$ cat src/rtl/bcd_pkg.sv
// Shared BCD types, seven-segment lookup constants and the digit decoder.
package bcd_pkg;

  localparam int unsigned BCD_W = 4;
  localparam int unsigned SEG_W = 7;

  typedef logic [BCD_W-1:0] bcd_digit_t;
  typedef logic [SEG_W-1:0] seg_t;

  localparam bcd_digit_t BCD_MAX = 4'd9;
  localparam bcd_digit_t BCD_MIN = 4'd0;

  // Active-low {g,f,e,d,c,b,a} patterns for a common-anode display
  localparam seg_t SEG_0     = 7'b1000000;
  localparam seg_t SEG_1     = 7'b1111001;
  localparam seg_t SEG_2     = 7'b0100100;
  localparam seg_t SEG_3     = 7'b0110000;
  localparam seg_t SEG_4     = 7'b0011001;
  localparam seg_t SEG_5     = 7'b0010010;
  localparam seg_t SEG_6     = 7'b0000010;
  localparam seg_t SEG_7     = 7'b1111000;
  localparam seg_t SEG_8     = 7'b0000000;
  localparam seg_t SEG_9     = 7'b0010000;
  localparam seg_t SEG_BLANK = 7'b1111111;

  function automatic logic bcd_valid(input bcd_digit_t d);
    return (d <= BCD_MAX);
  endfunction

  function automatic seg_t bcd_to_seg(input bcd_digit_t d);
    seg_t s;
    case (d)
      4'd0:    s = SEG_0;
      4'd1:    s = SEG_1;
      4'd2:    s = SEG_2;
      4'd3:    s = SEG_3;
      4'd4:    s = SEG_4;
      4'd5:    s = SEG_5;
      4'd6:    s = SEG_6;
      4'd7:    s = SEG_7;
      4'd8:    s = SEG_8;
      4'd9:    s = SEG_9;
      default: s = SEG_BLANK;
    endcase
    return s;
  endfunction

endpackage

$ cat src/rtl/bcd_digit.sv
// One decade of the BCD up/down counter: parallel load with invalid-digit
// scrubbing, carry/borrow in from the lower decade and out to the next.
module bcd_digit
  import bcd_pkg::*;
(
  input  logic       clk,
  input  logic       rst_n,
  input  logic       load_i,
  input  bcd_digit_t din_i,
  input  logic       cin_i,
  input  logic       up_i,
  output bcd_digit_t q_o,
  output logic       cout_c,
  output logic       din_inv_c
);

  bcd_digit_t q_q;
  bcd_digit_t q_d;

  assign din_inv_c = ~bcd_valid(din_i);

  // Carry/borrow ripples only when this decade is at its rollover value
  assign cout_c = cin_i & (up_i ? (q_q == BCD_MAX) : (q_q == BCD_MIN));

  always_comb begin
    q_d = q_q;
    if (load_i) begin
      q_d = din_inv_c ? BCD_MIN : din_i;
    end else if (cin_i) begin
      if (up_i) begin
        q_d = (q_q == BCD_MAX) ? BCD_MIN : bcd_digit_t'(q_q + 4'd1);
      end else begin
        q_d = (q_q == BCD_MIN) ? BCD_MAX : bcd_digit_t'(q_q - 4'd1);
      end
    end
  end

  always_ff @(posedge clk or negedge rst_n) begin
    if (!rst_n) begin
      q_q <= BCD_MIN;
    end else begin
      q_q <= q_d;
    end
  end

  assign q_o = q_q;

endmodule

$ cat src/rtl/bcd_mux_display.sv
// Multi-digit BCD up/down counter driving a time-multiplexed common-anode
// seven-segment display. Optional: LEADING_ZERO_BLANK_EN blanks leading zeros.
module bcd_mux_display
  import bcd_pkg::*;
#(
  parameter int unsigned DIGITS      = 4,
  parameter int unsigned REFRESH_DIV = 50000
) (
  input  logic                  clk,
  input  logic                  rst_syn,
  input  logic                  load_syn,
  input  logic [4*DIGITS-1:0]   Din,
  input  logic                  en,
  input  logic                  up,
  output logic [4*DIGITS-1:0]   bcd_q,
  output logic                  tc,
  output logic                  load_err,
  output logic [SEG_W-1:0]      seg,
  output logic [DIGITS-1:0]     an
);

  localparam int unsigned PRE_W = (REFRESH_DIV > 1) ? $clog2(REFRESH_DIV) : 1;
  localparam int unsigned IDX_W = (DIGITS > 1) ? $clog2(DIGITS) : 1;
  localparam logic [PRE_W-1:0]  PRE_LAST = PRE_W'(REFRESH_DIV - 1);
  localparam logic [IDX_W-1:0]  IDX_LAST = IDX_W'(DIGITS - 1);
  localparam logic [DIGITS-1:0] AN_RST   = ~DIGITS'(1);

  logic [DIGITS:0]   carry;
  logic [DIGITS-1:0] din_inv;

  logic [PRE_W-1:0]  presc_q, presc_d;
  logic [IDX_W-1:0]  idx_q, idx_d;
  logic              tc_q, tc_d;
  logic              load_err_q, load_err_d;
  logic [DIGITS-1:0] an_q, an_d;
  seg_t              seg_q, seg_d;

  bcd_digit_t        cur_digit;
  logic              cur_blank;

  assign carry[0] = en;

  // Ripple chain: decade i steps when every lower decade rolls over
  for (genvar i = 0; i < int'(DIGITS); i++) begin : g_dig
    bcd_digit u_dig (
      .clk       (clk),
      .rst_n     (rst_syn),
      .load_i    (load_syn),
      .din_i     (Din[4*i +: 4]),
      .cin_i     (carry[i]),
      .up_i      (up),
      .q_o       (bcd_q[4*i +: 4]),
      .cout_c    (carry[i+1]),
      .din_inv_c (din_inv[i])
    );
  end

  // Wrap of the whole counter, suppressed on a load edge
  always_comb begin
    tc_d       = ~load_syn & carry[DIGITS];
    load_err_d = load_syn & (|din_inv);
  end

  // Free-running scan timebase, independent of counter activity
  always_comb begin
    presc_d = presc_q;
    idx_d   = idx_q;
    if (presc_q == PRE_LAST) begin
      presc_d = '0;
      idx_d   = (idx_q == IDX_LAST) ? '0 : IDX_W'(idx_q + 1'b1);
    end else begin
      presc_d = PRE_W'(presc_q + 1'b1);
    end
  end

  always_comb begin
    cur_digit = BCD_MIN;
    for (int unsigned i = 0; i < DIGITS; i++) begin
      if (idx_q == IDX_W'(i)) begin
        cur_digit = bcd_q[4*i +: 4];
      end
    end
  end

`ifdef LEADING_ZERO_BLANK_EN
  logic [DIGITS-1:0] lead_zero;

  // Digit i is blank when it and every higher digit are zero; digit 0 never
  always_comb begin
    logic all_zero;
    lead_zero = '0;
    all_zero  = 1'b1;
    for (int i = int'(DIGITS) - 1; i >= 1; i--) begin
      all_zero     = all_zero & (bcd_q[4*i +: 4] == BCD_MIN);
      lead_zero[i] = all_zero;
    end
  end

  always_comb begin
    cur_blank = 1'b0;
    for (int unsigned i = 0; i < DIGITS; i++) begin
      if (idx_q == IDX_W'(i)) begin
        cur_blank = lead_zero[i];
      end
    end
  end
`else
  assign cur_blank = 1'b0;
`endif

  always_comb begin
    an_d  = ~(DIGITS'(1) << idx_q);
    seg_d = cur_blank ? SEG_BLANK : bcd_to_seg(cur_digit);
  end

  always_ff @(posedge clk or negedge rst_syn) begin
    if (!rst_syn) begin
      presc_q    <= '0;
      idx_q      <= '0;
      tc_q       <= 1'b0;
      load_err_q <= 1'b0;
      an_q       <= AN_RST;
      seg_q      <= SEG_0;
    end else begin
      presc_q    <= presc_d;
      idx_q      <= idx_d;
      tc_q       <= tc_d;
      load_err_q <= load_err_d;
      an_q       <= an_d;
      seg_q      <= seg_d;
    end
  end

  assign tc       = tc_q;
  assign load_err = load_err_q;
  assign an       = an_q;
  assign seg      = seg_q;

endmodule
$ cat config.mk
export PLATFORM = sky130hd
export DESIGN_NAME = bcd_mux_display
export DESIGN_NICKNAME = d
export VERILOG_FILES = /design/src/rtl/bcd_pkg.sv /design/src/rtl/bcd_digit.sv /design/src/rtl/bcd_mux_display.sv
export SDC_FILE = /design/constraint.sdc
export NUM_CORES = 1
export LEC_CHECK = 0
export BUFFER_PORTS_ARGS = -buffer_cell sky130_fd_sc_hd__buf_2
export CAP_MARGIN = 20
export CORE_UTILIZATION = 57
export DETAILED_ROUTE_END_ITERATION = 7
export HOLD_SLACK_MARGIN = 0.02
export PLACE_DENSITY = 0.88
export SLEW_MARGIN = 20
export SYNTH_ARGS = -nofsm -noshare
export SYNTH_HDL_FRONTEND = slang
export SYNTH_SLANG_ARGS = --single-unit
$ cat constraint.sdc
create_clock -name clk -period 2.2 [get_ports clk]
set_input_delay 0.44 -clock clk [delete_from_list [all_inputs] [get_ports clk]]
set_output_delay 0.44 -clock clk [all_outputs]
set_load 0.05 [all_outputs]
==> results by stage <==
Status:
- The run finished with clean final reports.

Route:
- In the routed layout, each cell is associated on average with a via count of 5.87.
- The average detailed-routed wire length per instance is 14.7 microns.
- The total number of vias is 2,643.
- The total wirelength of the detailed-routed design is 6620 microns.
- The number of remaining DRC errors is 0.
- The detailed router's first-iteration violation count is 132.
- The number of nets with antenna violations after routing is 0.
- For this run, the detailed router's first-pass iteration total came to 4.

Logic synthesis:
- Synthesis inferred 47 register bits.
- The fraction of the mapped netlist area in adder cells is 0.0248.
- The share of synthesized area in the top cell type comes to 0.355.
- A synthesized cell averages 8.86 sq um.
- The simple-gate share of the synthesized area is 0.213.
- The cell area that synthesis handed to floorplanning was 0.00303 sq mm.
- The largest family of logic cells by synthesized area is simple AND/OR/NAND/NOR gates.
- The count of unique library cells instantiated by Yosys is 60.
- The count of flip-flops with a built-in enable after synthesis is 0.
- The proportion of synthesized chip area in sequential cells is 0.390.
- Sorting the synthesized cells by area gives the leading types as sky130_fd_sc_hd__dfrtp_1 36%, sky130_fd_sc_hd__o21ai_0 4.1%, sky130_fd_sc_hd__xnor2_1 3.8%.
- The dominant synthesized flop cell is sky130_fd_sc_hd__dfrtp_1.
- The number of synthesis warnings is 0.
- The number of nets in the synthesized netlist is 369.
- The compound-cell area share of the yosys netlist is 0.200.
- For this run, asynchronously set or reset flops after synthesis account for 1.00.
- Summed over all instances, the cell type with the most area after synthesis is sky130_fd_sc_hd__dfrtp_1.
- Of the total synthesized cell area, the portion taken by XOR and XNOR cells is 0.0694.
- The mux share of post-synthesis cell area is 0.0310.
- Counting every instance in the synthesized netlist gives 342.

Setup path:
- For the worst setup path, the data required time is 2.41 ns.
- The worst reg-to-reg path cell count is 6.
- The classification of the worst setup path is flop to flop.
- The largest fanout of any net on the critical path is 9.
- The slowest stage of the critical path is the sky130_fd_sc_hd__dfrtp_1 cell.
- The number of buffers and inverters on the critical path is 1.
- The register-to-register path setup slack is 0.20 ns.
- In this run the worst setup path begins at idx_q[1].
- For this run, the slowest stage of the critical path takes 0.42 ns.
- The terminus of the critical flop-to-flop path is seg[3].
- STA classifies the critical path endpoint as a flop.
- The signal on the critical path passes through inv_1 -> ha_1 -> a211oi_1 -> a211oi_2 -> ha_1 -> o211ai_1.
- The most frequent cell on the critical path is sky130_fd_sc_hd__ha_1.
- STA classifies the critical path startpoint as a flop.
- Data arrives at the worst endpoint at 2.21 ns.
- The largest delay contributor family on the critical path is compound AO/OA/AOI/OAI gates.
- The worst register-to-register path begins at idx_q[1].
- Counting buffers and inverters, the worst setup path is 6 cells deep.
- The capture point of the worst path is seg[3].

GRT:
- The total overflow left after global routing is 0.
- The global-route wire length before repair is 10,800 microns.
- The via count of the first global-routing pass is 2,425.
- The pin count of the biggest net entering global routing is 36.
- The initial antenna violation count was 0.
- The total global routing track utilization is 0.255.

Power and ir drop:
- The maximum VDD drop is 0.407 mV.
- The design draws 0.00232 W.
- The leakage power summed over all cells is 1.53 nW.
- Dividing total power by cell area gives a power density of 684 mW/mm^2.

STA:
- Setup violations remaining at the end of the flow were counted as 0.
- The clock period minus worst slack is 2.00 ns.
- The actual transition at the worst max-transition pin is 0.745 ns.
- The largest clock skew in the final design is 0.00600 ns.
- The relative max-transition margin is 0.503.
- The final number of max-transition violations is 0.
- The worst hold slack is 0.198 ns.
- In the final timing run, aggregate negative setup slack is 0 ns.
- In the finished design, the share of the clock period the worst path needs comes to 0.907.
- Timing would allow up to 0.501 GHz.
- Setup repair after global routing left no endpoint under its margin.
- The number of hold-slack violations in the final timing report is 0.

CTS:
- The clock reaches the later pin of the worst-skew pair after 0.30 ns.
- After clock tree synthesis, the repair step resized 0 gates.
- Clock-pin slew was measured on the worst setup and hold paths at 0.09 ns.
- CTS saw 47 sinks.
- The clock passes through at most 2 buffers.
- The number of buffers inserted for hold repair after clock tree synthesis is 0.
- TritonCTS built the clock tree.
- The tree is rooted in a sky130_fd_sc_hd__clkbuf_8.
- TritonCTS created 5 clock buffers.
- CTS built an H-tree with a depth of 2.
- Once the clock tree was built, the setup fixing pass inserted 0 buffers.

Hold path:
- The worst hold path belongs to the class primary input to asynchronous set/reset pin.

Finish:
- The fraction of final layout cells sized beyond drive strength 1 is 0.211.
- Fill cells in the final layout number 427.
- The leading cell type in the layout, fill and taps excluded is sky130_fd_sc_hd__buf_2.
- In the final layout, the multi-input gates occupy 0.00163 sq mm.
- 0 antenna diodes ended up in the layout.
- The layout-stage area growth over the synthesis result is 11.7%.
- The register area is 0.00118 sq mm.
- The final layout net count is 406.
- At the end of the flow the core is filled with cells to 0.663.
- In the layout the commonest cells are 49 x sky130_fd_sc_hd__buf_2, 43 x sky130_fd_sc_hd__dfrtp_1, 30 x sky130_fd_sc_hd__nor2_1, 25 x sky130_fd_sc_hd__o21ai_0.

Floorplan:
- The initial utilization of the core area, before any placement, comes to 0.593.
- The count of pins on the block boundary is 50.
- The total number of placement rows is 26.
- The die area is 0.00561 sq mm.
- After floorplanning, the core was sized to cover 0.00511 sq mm.
- The die is 74.9 microns wide.
- The die is 74.9 microns tall.

Placed design:
- Detailed placement finished with a half-perimeter wire length of 4900 microns.
- The congestion estimate from routability-driven global placement came to 0.986.
- The port buffer count is 49.

Run:
- The count of max-cap constraint violations is 0.
==> cells in the mapped netlist, types with 2 or more instances <==
| library cell | n |
|---|---|
| sky130_fd_sc_hd__a211o_1 | 3 |
| sky130_fd_sc_hd__a211oi_1 | 7 |
| sky130_fd_sc_hd__a211oi_2 | 3 |
| sky130_fd_sc_hd__a21oi_1 | 13 |
| sky130_fd_sc_hd__a221o_1 | 3 |
| sky130_fd_sc_hd__a31oi_1 | 3 |
| sky130_fd_sc_hd__and3_1 | 8 |
| sky130_fd_sc_hd__buf_2 | 9 |
| sky130_fd_sc_hd__buf_4 | 3 |
| sky130_fd_sc_hd__buf_6 | 3 |
| sky130_fd_sc_hd__clkbuf_1 | 10 |
| sky130_fd_sc_hd__dfrtp_1 | 43 |
| sky130_fd_sc_hd__dfstp_2 | 4 |
| sky130_fd_sc_hd__ha_1 | 6 |
| sky130_fd_sc_hd__inv_1 | 19 |
| sky130_fd_sc_hd__mux2_2 | 3 |
| sky130_fd_sc_hd__mux2i_1 | 6 |
| sky130_fd_sc_hd__nand2_1 | 19 |
| sky130_fd_sc_hd__nand3_1 | 15 |
| sky130_fd_sc_hd__nand3b_1 | 9 |
| sky130_fd_sc_hd__nand4_1 | 4 |
| sky130_fd_sc_hd__nand4b_1 | 2 |
| sky130_fd_sc_hd__nor2_1 | 30 |
| sky130_fd_sc_hd__nor2b_1 | 6 |
| sky130_fd_sc_hd__nor3_1 | 6 |
| sky130_fd_sc_hd__nor3b_1 | 4 |
| sky130_fd_sc_hd__nor4_1 | 5 |
| sky130_fd_sc_hd__o2111a_1 | 2 |
| sky130_fd_sc_hd__o211ai_1 | 2 |
| sky130_fd_sc_hd__o21ai_0 | 25 |
| sky130_fd_sc_hd__o21ai_1 | 8 |
| sky130_fd_sc_hd__o21bai_1 | 2 |
| sky130_fd_sc_hd__o22ai_1 | 7 |
| sky130_fd_sc_hd__or3_1 | 2 |
| sky130_fd_sc_hd__xnor2_1 | 13 |
| sky130_fd_sc_hd__xor2_1 | 11 |
==> power by group <==
group	internal, W	switching, W
logic	0.000209	0.000457
clock network	0.000338	0.000292
registers	0.000927	0.0000932
==> flip-flops by register name (all words and copies together) (netlist names) <==
name and count:
seg 7, presc_q 16, tc 1, an 4, load_err 1, idx_q 2, g_dig.u_dig.q_o 16
==> worst reg2reg max path, stage by stage, from the launching register on <==
cell                       delay, ns
sky130_fd_sc_hd__dfrtp_1        0.42
sky130_fd_sc_hd__inv_1          0.10
sky130_fd_sc_hd__ha_1           0.32
sky130_fd_sc_hd__a211oi_1       0.15
sky130_fd_sc_hd__a211oi_2       0.42
sky130_fd_sc_hd__ha_1           0.32
sky130_fd_sc_hd__o211ai_1       0.19
==> cell families (layout without fill, tap and decap cells) <==
logic type | Yosys count | in the layout
mux | 9 | 9
buf+inv | 46 | 84
xor+xnor | 24 | 24
flops | 47 | 47
simple gates | 120 | 120
compound gates | 90 | 90
fa+ha+maj | 6 | 6
==> layer usage <==
layer | track usage | vias up | routed length (microns)
li1 | - | 1297 | -
met4 | 0.103 | 0 | 110
met3 | 0.0629 | 12 | 368
met1 | 0.313 | 1250 | 2840
met2 | 0.430 | 84 | 3290
met5 | 0 | - | 0
==> layout make-up <==
type / count / share of cell area
Multi-Input combinational cell: 249 / 0.482
Sequential cell: 47 / 0.349
Timing Repair Buffer: 56 / 0.0880
Tap cell: 70 / 0.0259
Inverter: 20 / 0.0222
Clock buffer: 5 / 0.0203
Clock inverter: 3 / 0.0129
==> worst min-delay path by stage <==
stage               startpoint                    end  slack (ns)  cells after the start
finish                 rst_syn  g_dig[1].u_dig.q_o[2]        0.20                      1
global route           rst_syn               idx_q[0]        0.25                      1
CTS                    rst_syn  g_dig[1].u_dig.q_o[1]        0.21                      1
detailed placement  presc_q[0]             presc_q[0]        0.48                      1
global placement    presc_q[0]             presc_q[0]        0.47                      1
floorplan              rst_syn                  an[0]        0.14                      0
==> per-stage QoR <==
step | cell area, sq um | std cells | setup slack (ns)
2_1_floorplan | 3030 | 342 | 0.277
3_3_place_gp | 3270 | 442 | 0.308
3_5_place_dp | 3270 | 442 | 0.224
4_1_cts | 3390 | 450 | 0.210
5_1_grt | 3390 | 450 | 0.0886
6_report | 3390 | 450 | 0.204
No activity file was read; power rests on OpenSTA's default activity.
